--- config.mk ---
export PLATFORM = sky130hd
export DESIGN_NAME = gray_ptr_sync
export DESIGN_NICKNAME = d
export VERILOG_FILES = /design/src/rtl/gray_ptr_sync.sv
export SDC_FILE = /design/constraint.sdc
export NUM_CORES = 1
export LEC_CHECK = 0
export BUFFER_PORTS_ARGS = -buffer_cell sky130_fd_sc_hd__buf_2
export CORE_AREA = 4 4 54 56
export DETAILED_ROUTE_END_ITERATION = 7
export DIE_AREA = 0 0 58 60
export PLACE_DENSITY = 0.52
export SLEW_MARGIN = 20
export SYNTH_ARGS = -nofsm -noshare
export SYNTH_HDL_FRONTEND = slang
export SYNTH_SLANG_ARGS = --single-unit
--- constraint.sdc ---
create_clock -name clk -period 6.3 [get_ports clk]
set_clock_uncertainty 0.1 [all_clocks]
set_input_delay 0.63 -clock clk [delete_from_list [all_inputs] [get_ports clk]]
set_output_delay 0.63 -clock clk [all_outputs]
set_load 0.01 [all_outputs]
--- src/rtl/gray_ptr_sync.sv ---
// gray_ptr_sync: destination-domain synchronizer for gray-coded pointers, with a
// registered binary view, update pulse, modulo delta and an illegal-step checker.
module gray_ptr_sync #(
    parameter int WIDTH    = 4,
    parameter int STAGES   = 2,
    parameter int RST_VAL  = 0,
    parameter bit CHECK_EN = 1
) (
    input  logic             clk,
    input  logic             rst_n,
    input  logic [WIDTH-1:0] gray_i,
    output logic [WIDTH-1:0] gray_o,
    output logic [WIDTH-1:0] bin_o,
    output logic [WIDTH-1:0] delta_o,
    output logic             update_o,
    output logic             err_o,
    input  logic             err_clr_i
);
    localparam logic [WIDTH-1:0] RST_BIN  = WIDTH'(RST_VAL);
    localparam logic [WIDTH-1:0] RST_GRAY = RST_BIN ^ (RST_BIN >> 1);

    if (STAGES < 2 || STAGES > 4 || WIDTH < 2 || WIDTH > 16) begin : g_bad_param
        $error("gray_ptr_sync: STAGES must be 2..4 and WIDTH 2..16");
    end

    function automatic logic [WIDTH-1:0] gray2bin(input logic [WIDTH-1:0] g);
        logic [WIDTH-1:0] b;
        b = g;
        for (int i = WIDTH - 2; i >= 0; i--) b[i] = b[i+1] ^ g[i];
        return b;
    endfunction

    (* ASYNC_REG = "TRUE" *) logic [WIDTH-1:0] sync [STAGES];
    logic [WIDTH-1:0] prev_gray, bin_next, diff;
    logic             multi;

    assign gray_o   = sync[STAGES-1];
    assign bin_next = gray2bin(gray_o);
    assign diff     = gray_o ^ prev_gray;
    // more than one set bit in diff means an illegal gray step
    assign multi    = CHECK_EN && ((diff & (diff - WIDTH'(1))) != '0);

    always_ff @(posedge clk or negedge rst_n) begin
        if (!rst_n) begin
            for (int k = 0; k < STAGES; k++) sync[k] <= RST_GRAY;
        end else begin
            sync[0] <= gray_i;
            for (int k = 1; k < STAGES; k++) sync[k] <= sync[k-1];
        end
    end

    // bin_o always equals gray2bin(prev_gray), so it serves as the previous binary value
    always_ff @(posedge clk or negedge rst_n) begin
        if (!rst_n) begin
            prev_gray <= RST_GRAY;
            bin_o     <= RST_BIN;
            delta_o   <= '0;
            update_o  <= 1'b0;
            err_o     <= 1'b0;
        end else begin
            prev_gray <= gray_o;
            bin_o     <= bin_next;
            delta_o   <= (diff != '0) ? bin_next - bin_o : delta_o;
            update_o  <= diff != '0;
            err_o     <= multi || (err_o && !err_clr_i);
        end
    end
endmodule

==> results.md, run 1 <==
- RSZ-0062 raised after global routing: false
- GR Layer Usage met3: 0.0583
- Stages on worst setup path: 7
- First-pass GRT wire length: 1.86 mm
- M1 GR Usage: 0.0825
- GRT Total Usage: 0.0754
- Final setup vio count: 0
- Cts bufs inserted: 3
- Crit end category: flop
- Congestion Overflow GR: 0
- Initial antenna violation count: 0
- # hold bufs at CTS: 0
- Post-Syn Nets: 69
- Resize count post-CTS: 0
- Worst path max stage delay: ~0.46 ns
- Mapped Area: 815 µm²
- Area taken by multi-input logic gates: around 230 µm²
- Worst R2R Start: gray_o[3]
- Clk_lat worst skew: 0.30 ns
- Syn. warnings: 0
- Max-cap violation count: 0
- Vias per cell: 4.18
- PortBufs: 20
- Die Height: 60 µm
- I/O Pins: 21
- Area leader, netlist: dfrtp_1
- Register Area: 526 µm²
- Post-DRT Antenna Nets: 0
- Routability congestion estimate: 0.689
- Width of the die: 58 µm
- Hold WC Path Type: primary input to async pin
- Dpl cells: 103
- Vias: roughly 450
- Setup crit start: gray_o[3]
- Max-slew violation count: 0
- Leak: 0.000456 µW
- Final Power: 296 µW
- Final nets: 89
- Top Usage Layer GRT: met2
- Setup WS pre-CTS: 4.04 ns
- Final non-filler cell total: roughly 110
- Initial drt markers: 4
- Fill cells: 243
- Rel. slew slack: 0.701
- DR WL/cell: 10.4 µm
- Crit-path slowest cell: dfrtp_1
- Layout cells sized above 1: 0.351
- FP Rows: 18
- CP cell instances: xor2_1 > xnor2_1 > xor2_1 > ha_1 > fa_1 > xor2_1 > a21oi_1
- First-pass detailed-route iteration total: 2
- Core area: 0.00243 mm²
- Tightest Pin Transition: 0.448 ns
- Final hold vios: 0
- PD cells: 314 mW/mm²
- Worst setup endpoint: delta_o[2]
- Vias in the first global route: roughly 430
- DRC: 0
- Worst Setup Start Kind: flop
- WP data arrival: 2.39 ns
- Sequential fraction of the synthesis area: 0.645
- Detail Placement HPWL: approximately 860 µm
- Clock Tree Buf Depth: 2
- CTS sink count: 21
- Crit path kind: flop to flop
- CTS tree: yes
- Maximum VDD drop: 154 µV
- Initial Util: 0.335
- Post-synth cell types: 17
- Worst r2r path cells: 7
- Final min period: 2.25 ns
- Post-Syn Instances: 58
- Flop2flop setup slack: 4.05 ns
- Fmax: 445 MHz
- H-tree depth: 1
- CP max FO: 4
- DRT Wirelength: 1.12 mm
- M2 GR Usage: 0.110
- Tcrit/Tclk final: 0.357
- Clk slew on worst S/H paths: 0.12 ns
- Post-CTS setup buffers: 0
- Run status: completed
- Synthesized flop and latch total: 21
- Area fraction of the dominant cell type after synthesis: 0.645
- Top area cells in the synthesized netlist: dfrtp_1 (65%), buf_4 (4.6%), ha_1 (4.6%), xnor2_1 (4.3%), xor2_1 (4.3%)
- Req. time, crit path: ~6.4 ns
- Area growth from synthesis to layout: 16.0%
- PnR worst setup slack: 4.05 ns
- Most frequent CP cell: xor2_1
- Final core utilization: 0.388
- Die area: ~0.0035 mm²
- Synth Area per Inst: approximately 14 µm²
- Setup TNS: 0 ns
- Clk root buf: clkbuf_4
- ANT cells: 0
- Crit path max-delay family: XOR/XNOR gates
- Terminus of the critical flop-to-flop path: delta_o[2]
- Crit path buf inv count: 0
- Largest net degree at the start of global routing: 22
kinds of logic (layout without fill, tap and decap cells):
kind of cell | after synthesis | count (layout) | synth area share
AND/OR/NAND/NOR | 6 | 6 | 0.0415
buffers and inverters | 10 | 29 | 0.0691
adder cells (fa/ha/maj) | 5 | 5 | 0.0830
multiplexers | 1 | 1 | 0.0138
XOR/XNOR | 9 | 9 | 0.106
AO/OA/AOI/OAI | 6 | 6 | 0.0415
flip-flops | 21 | 21 | 0.645
worst register-to-register path: stages (launching register included):
cell and delay (ns):
dfrtp_1 0.46, xor2_1 0.20, xnor2_1 0.34, xor2_1 0.15, ha_1 0.24, fa_1 0.40
xor2_1 0.17, a21oi_1 0.13
metrics by stage:
| stage | hold WS, ns | area, µm² |
|---|---|---|
| after floorplan | 0.231 | 815 |
| after global placement | 0.232 | 915 |
| after detailed placement | 0.236 | 915 |
| after CTS | 0.165 | 945 |
| after global routing | 0.161 | 945 |
| final | 0.154 | 945 |
per-layer routing:
metal	vias up	part of all wire
met2	18	0.42
met3	2	0.15
met1	204	0.42
met4	0	0.013
li1	223	-
met5	-	0
report_power, final:
group / internal (µW) / switching [µW] / leakage [µW] / total (µW)
Combinational: 31.1 / 35.7 / 0.000202 / 66.8
Clock: 24.2 / 40.8 / 0.0000139 / 65.0
Sequential: 154 / 10.4 / 0.000240 / 165
Total: 210 / 86.8 / 0.000456 / 296
final cells by class:
cell class | count | share of cell area
flip-flops and latches | 21 | 0.556
multi-input cells | 27 | 0.246
repair buffers | 20 | 0.106
well taps | 30 | 0.0397
clock buffers | 3 | 0.0238
inverters | 5 | 0.0199
clock inverters | 1 | 0.00795
cell usage in the layout (no fill, tap or decap):
master / count
a21oi_1: 4
and2_1: 1
buf_2: 20
clkbuf_4: 3
clkinvlp_4: 1
dfrtp_1: 21
fa_1: 1
ha_1: 3
inv_1: 5
maj3_1: 1
mux2_2: 1
nand2_1: 1
nand4_2: 1
nor2_1: 3
o21ai_0: 1
o221ai_1: 1
xnor2_1: 4
xnor2_2: 1
xor2_1: 4
how the worst min path moves through the flow:
stage,start,to,slack (ns)
after global routing,rst_n,gray_o[3],0.16
final,rst_n,update_o,0.15
after detailed placement,sync[6],gray_o[2],0.24
after CTS,rst_n,bin_o[3],0.17
after global placement,sync[4],gray_o[0],0.23
after floorplan,rst_n,bin_o[0],0.23
sequential cells by signal (all words and copies together), names as in the netlist:
name / flops
delta_o: 4
err_o: 1
update_o: 1
gray_o: 4
sync: 4
prev_gray: 3
bin_o: 4
synthesized netlist by cell type:
| library cell | number |
|---|---|
| ha_1 | 3 |
| nand2_1 | 1 |
| xnor2_2 | 1 |
| fa_1 | 1 |
| inv_1 | 5 |
| maj3_1 | 1 |
| dfrtp_1 | 21 |
| and2_1 | 1 |
| xor2_1 | 4 |
| a21oi_1 | 4 |
| xnor2_1 | 4 |
| o21ai_0 | 1 |
| nor2_1 | 3 |
| buf_4 | 5 |
| nand4_2 | 1 |
| o221ai_1 | 1 |
| mux2_2 | 1 |
(Power assumes the default switching activity.)
==> run 2: changes to the inputs <==
ABC_AREA = 1   (was not set)
CORE_AREA = 4 4 58 60   (was 4 4 54 56)
DIE_AREA = 0 0 62 64   (was 0 0 58 60)
PLACE_DENSITY = 0.54   (was 0.52)
clock period = 1.8 ns   (was 6.3 ns; I/O delays follow)
==> run 2 against run 1 <==
The flow now finishes with violations (negative setup slack). Global-route usage increased by 3.2 points. First-iteration DRC count rose to 2.8 times the previous value. Clock power grew to 3.5 times the previous value. Count of clock-buffer cells in the layout stayed put. Combinational power grew to 4.6 times the previous value. Setup slack worse by 4.2 ns. Sequential share of layout area is 17 points lower. Critical endpoint is now delta_o[1]. Critical path type unchanged. Non-clock buffer count up 24.
==> results.md, run 2 <==
- Crit end category: flop
- Tightest Pin Transition: 0.471 ns
- Final core utilization: 0.470
- Width of the die: 62 µm
- Core area: 0.00293 mm²
- Synthesized flop and latch total: 21
- Final hold vios: 0
- Vias per cell: between 4 and 5
- CP cell instances: inv_2 > nand2_2 > nand2_2 > nand2_2 > nand2_2 > nand2_2 > nand2_2 > inv_2 > ha_4 > fa_2 > inv_1 > nand2_1 > nand2_1
- Worst Setup Start Kind: flop
- Most instantiated library cell after synthesis: nand2_1
- DRC: 0
- Req. time, crit path: 1.91 ns
- Final setup vio count: 3
- Initial Util: 0.331
- ANT cells: 0
- Rel. slew slack: 0.686
- Crit path buf inv count: 3
- Post-Syn Nets: 110
- Fill cells: around 270
- DR WL/cell: 10.5 µm
- CTS tree: yes
- Post-Syn Instances: just under 100
- Crit path max-delay family: adder cells
- Routability congestion estimate: slightly below 0.8
- Ys async rst share: 1.00
- Met3 Wirelength: roughly 77 µm
- PortBufs: 20
- Met1 wire length: 717 µm
- Clk slew on worst S/H paths: 0.12 ns
- Die Height: about 64 µm
- I/O Pins: 21
- Post-DRT Antenna Nets: 0
- Post-route cell area: ~0.0014 mm²
- Max-slew violation count: 0
- Leak: 0.000749 µW
- Mapped Area: 968 µm²
- Die area: 0.00397 mm²
- Clk_lat worst skew: 0.30 ns
- Congestion Overflow GR: 0
- Area leader, netlist: dfrtp_1
- Setup WS pre-CTS: -0.107 ns
- Final min period: 1.93 ns
- Top area cells in the synthesized netlist: dfrtp_1 (54%), nand2_1 (10%), inv_1 (5.4%), nand3_1 (4.7%), nor2_8 (4.1%)
- Commonest cells after routing, fill and taps aside: nand2_1 (21), dfrtp_1 (21), buf_2 (20), buf_4 (19), inv_1 (12)
- Crit path kind: flop to flop
- Area taken by multi-input logic gates: 419 µm²
- Clk root buf: clkbuf_4
- Fmax: 519 MHz
- Most frequent CP cell: nand2_2
- WP data arrival: 2.03 ns
- Initial drt markers: 11
- Worst path max stage delay: 0.51 ns
- Sequential fraction of the synthesis area: 0.543
- H-tree depth: 1
- Synth cell count leaders: nand2_1 (27), dfrtp_1 (21), inv_1 (14)
- Maximum VDD drop: approximately 420 µV
- GRT Total Usage: 0.107
- PnR worst setup slack: -0.126 ns
- Cts bufs inserted: 3
- CP max FO: 4
- Register Area: between 500 and 600 µm²
- Met2 Routed Length: 1.02 mm
- PD cells: 789 mW/mm²
- Initial antenna violation count: 0
- Top_reg_cell synth: dfrtp_1
- Layout cells sized above 1: 0.521
- First-pass detailed-route iteration total: 4
- Vias: 729
- Area fraction of the dominant cell type after synthesis: 0.543
- Detail Placement HPWL: 1.23 mm
- Final nets: 154
- RSZ-0062 raised after global routing: true
- CTS sink count: 21
- Tcrit/Tclk final: 1.07
- Placed cell areas: 0.00116 mm²
- Hold WC Path Type: primary input to flop
- Post-synth EDFFs: 0
- Failing checks: negative setup slack
- Syn. warnings: 0
- Synth Area per Inst: 9.78 µm²
- Largest net degree at the start of global routing: 22
- Crit-path slowest cell: fa_2
- FP Rows: 20
- Clock Tree Buf Depth: 2
- Run status: finished with violations
- Max-cap violation count: 0
- Area growth from synthesis to layout: 42.1%
- First-pass GRT wire length: 3.08 mm
- Post-synth cell types: 14
- Vias in the first global route: between 700 and 800
- DRT Wirelength: 1.83 mm
- Uppermost layer routed: met4
[run 2: cell types whose count changed after synthesis, sizes merged]
cell,change
nand2,+35
inv,+13
nand3,+9
xnor2,-4
xor2,-4
a21oi,-2
and2,-1
maj3,-1
mux2,-1
nand4,-1
o21ai,-1
o221ai,-1
[run 2: kinds of logic after synthesis]
family	share of synthesized area
AND/OR/NAND/NOR	0.270
AO/OA/AOI/OAI	0.0103
flip-flops	0.543
adder cells (fa/ha/maj)	0.0594
buffers and inverters	0.109
XOR/XNOR	0.00905
[run 2: layout make-up]
class | instances | area share
Multi-Input combinational cell | 55 | 0.305
Clock inverter | 1 | 0.00364
Timing Repair Buffer | 44 | 0.213
Clock buffer | 3 | 0.0164
Sequential cell | 21 | 0.382
Inverter | 18 | 0.0509
Tap cell | 33 | 0.0300
[run 2: repair_timing]
action,4_1_cts,5_1_grt
setup endpoints to repair,2,5
endpoints found under the hold margin,25,0
resized for setup,4,10
setup buffers,11,4
hold buffers,5,0
pin swaps,6,5
[run 2: metrics by stage]
step / instances / hold WS [ns] / setup TNS, ns / power (µW)
detailed placement: 156 / 0.0686 / -0.157 / 807
global route: 175 / 0.172 / -0.539 / 1160
CTS: 174 / 0.0940 / -0.225 / 1070
finish: 175 / 0.110 / -0.261 / 1090
global placement: 156 / 0.0651 / -0.107 / 802
floorplan: 99 / -0.216 / -0.134 / 716
[run 2: path summary, 6_finish.rpt]
path                         endpoint      start  depth (start not counted)  slack [ns]
max in group asynchronous  delta_o[1]      rst_n                          2        1.04
hold / removal                  err_o  err_clr_i                          4        0.11
setup / recovery           delta_o[1]  gray_o[2]                         13       -0.13
min in group asynchronous     sync[5]      rst_n                          2        0.24
hold reg to reg             gray_o[3]    sync[7]                          0        0.26
setup reg to reg           delta_o[1]  gray_o[2]                         13       -0.13
[run 2: power by group]
part           switching, µW  internal (µW)
clock network            145           82.9
registers               30.4            520
logic                    158            149
[run 2: worst reg2reg max path, delay by kind of cell, from the launching register on]
family	cells	cell delay, ns
adder cells (fa/ha/maj)	2	0.66
AND/OR/NAND/NOR	8	0.46
flip-flops	1	0.45
buffers and inverters	3	0.16
[run 2: routing by layer]
layer | up-vias | track usage
li1 | 379 | -
met1 | 337 | 0.113
met2 | 11 | 0.190
met3 | 2 | 0.0263
met4 | 0 | 0.0477
met5 | - | 0
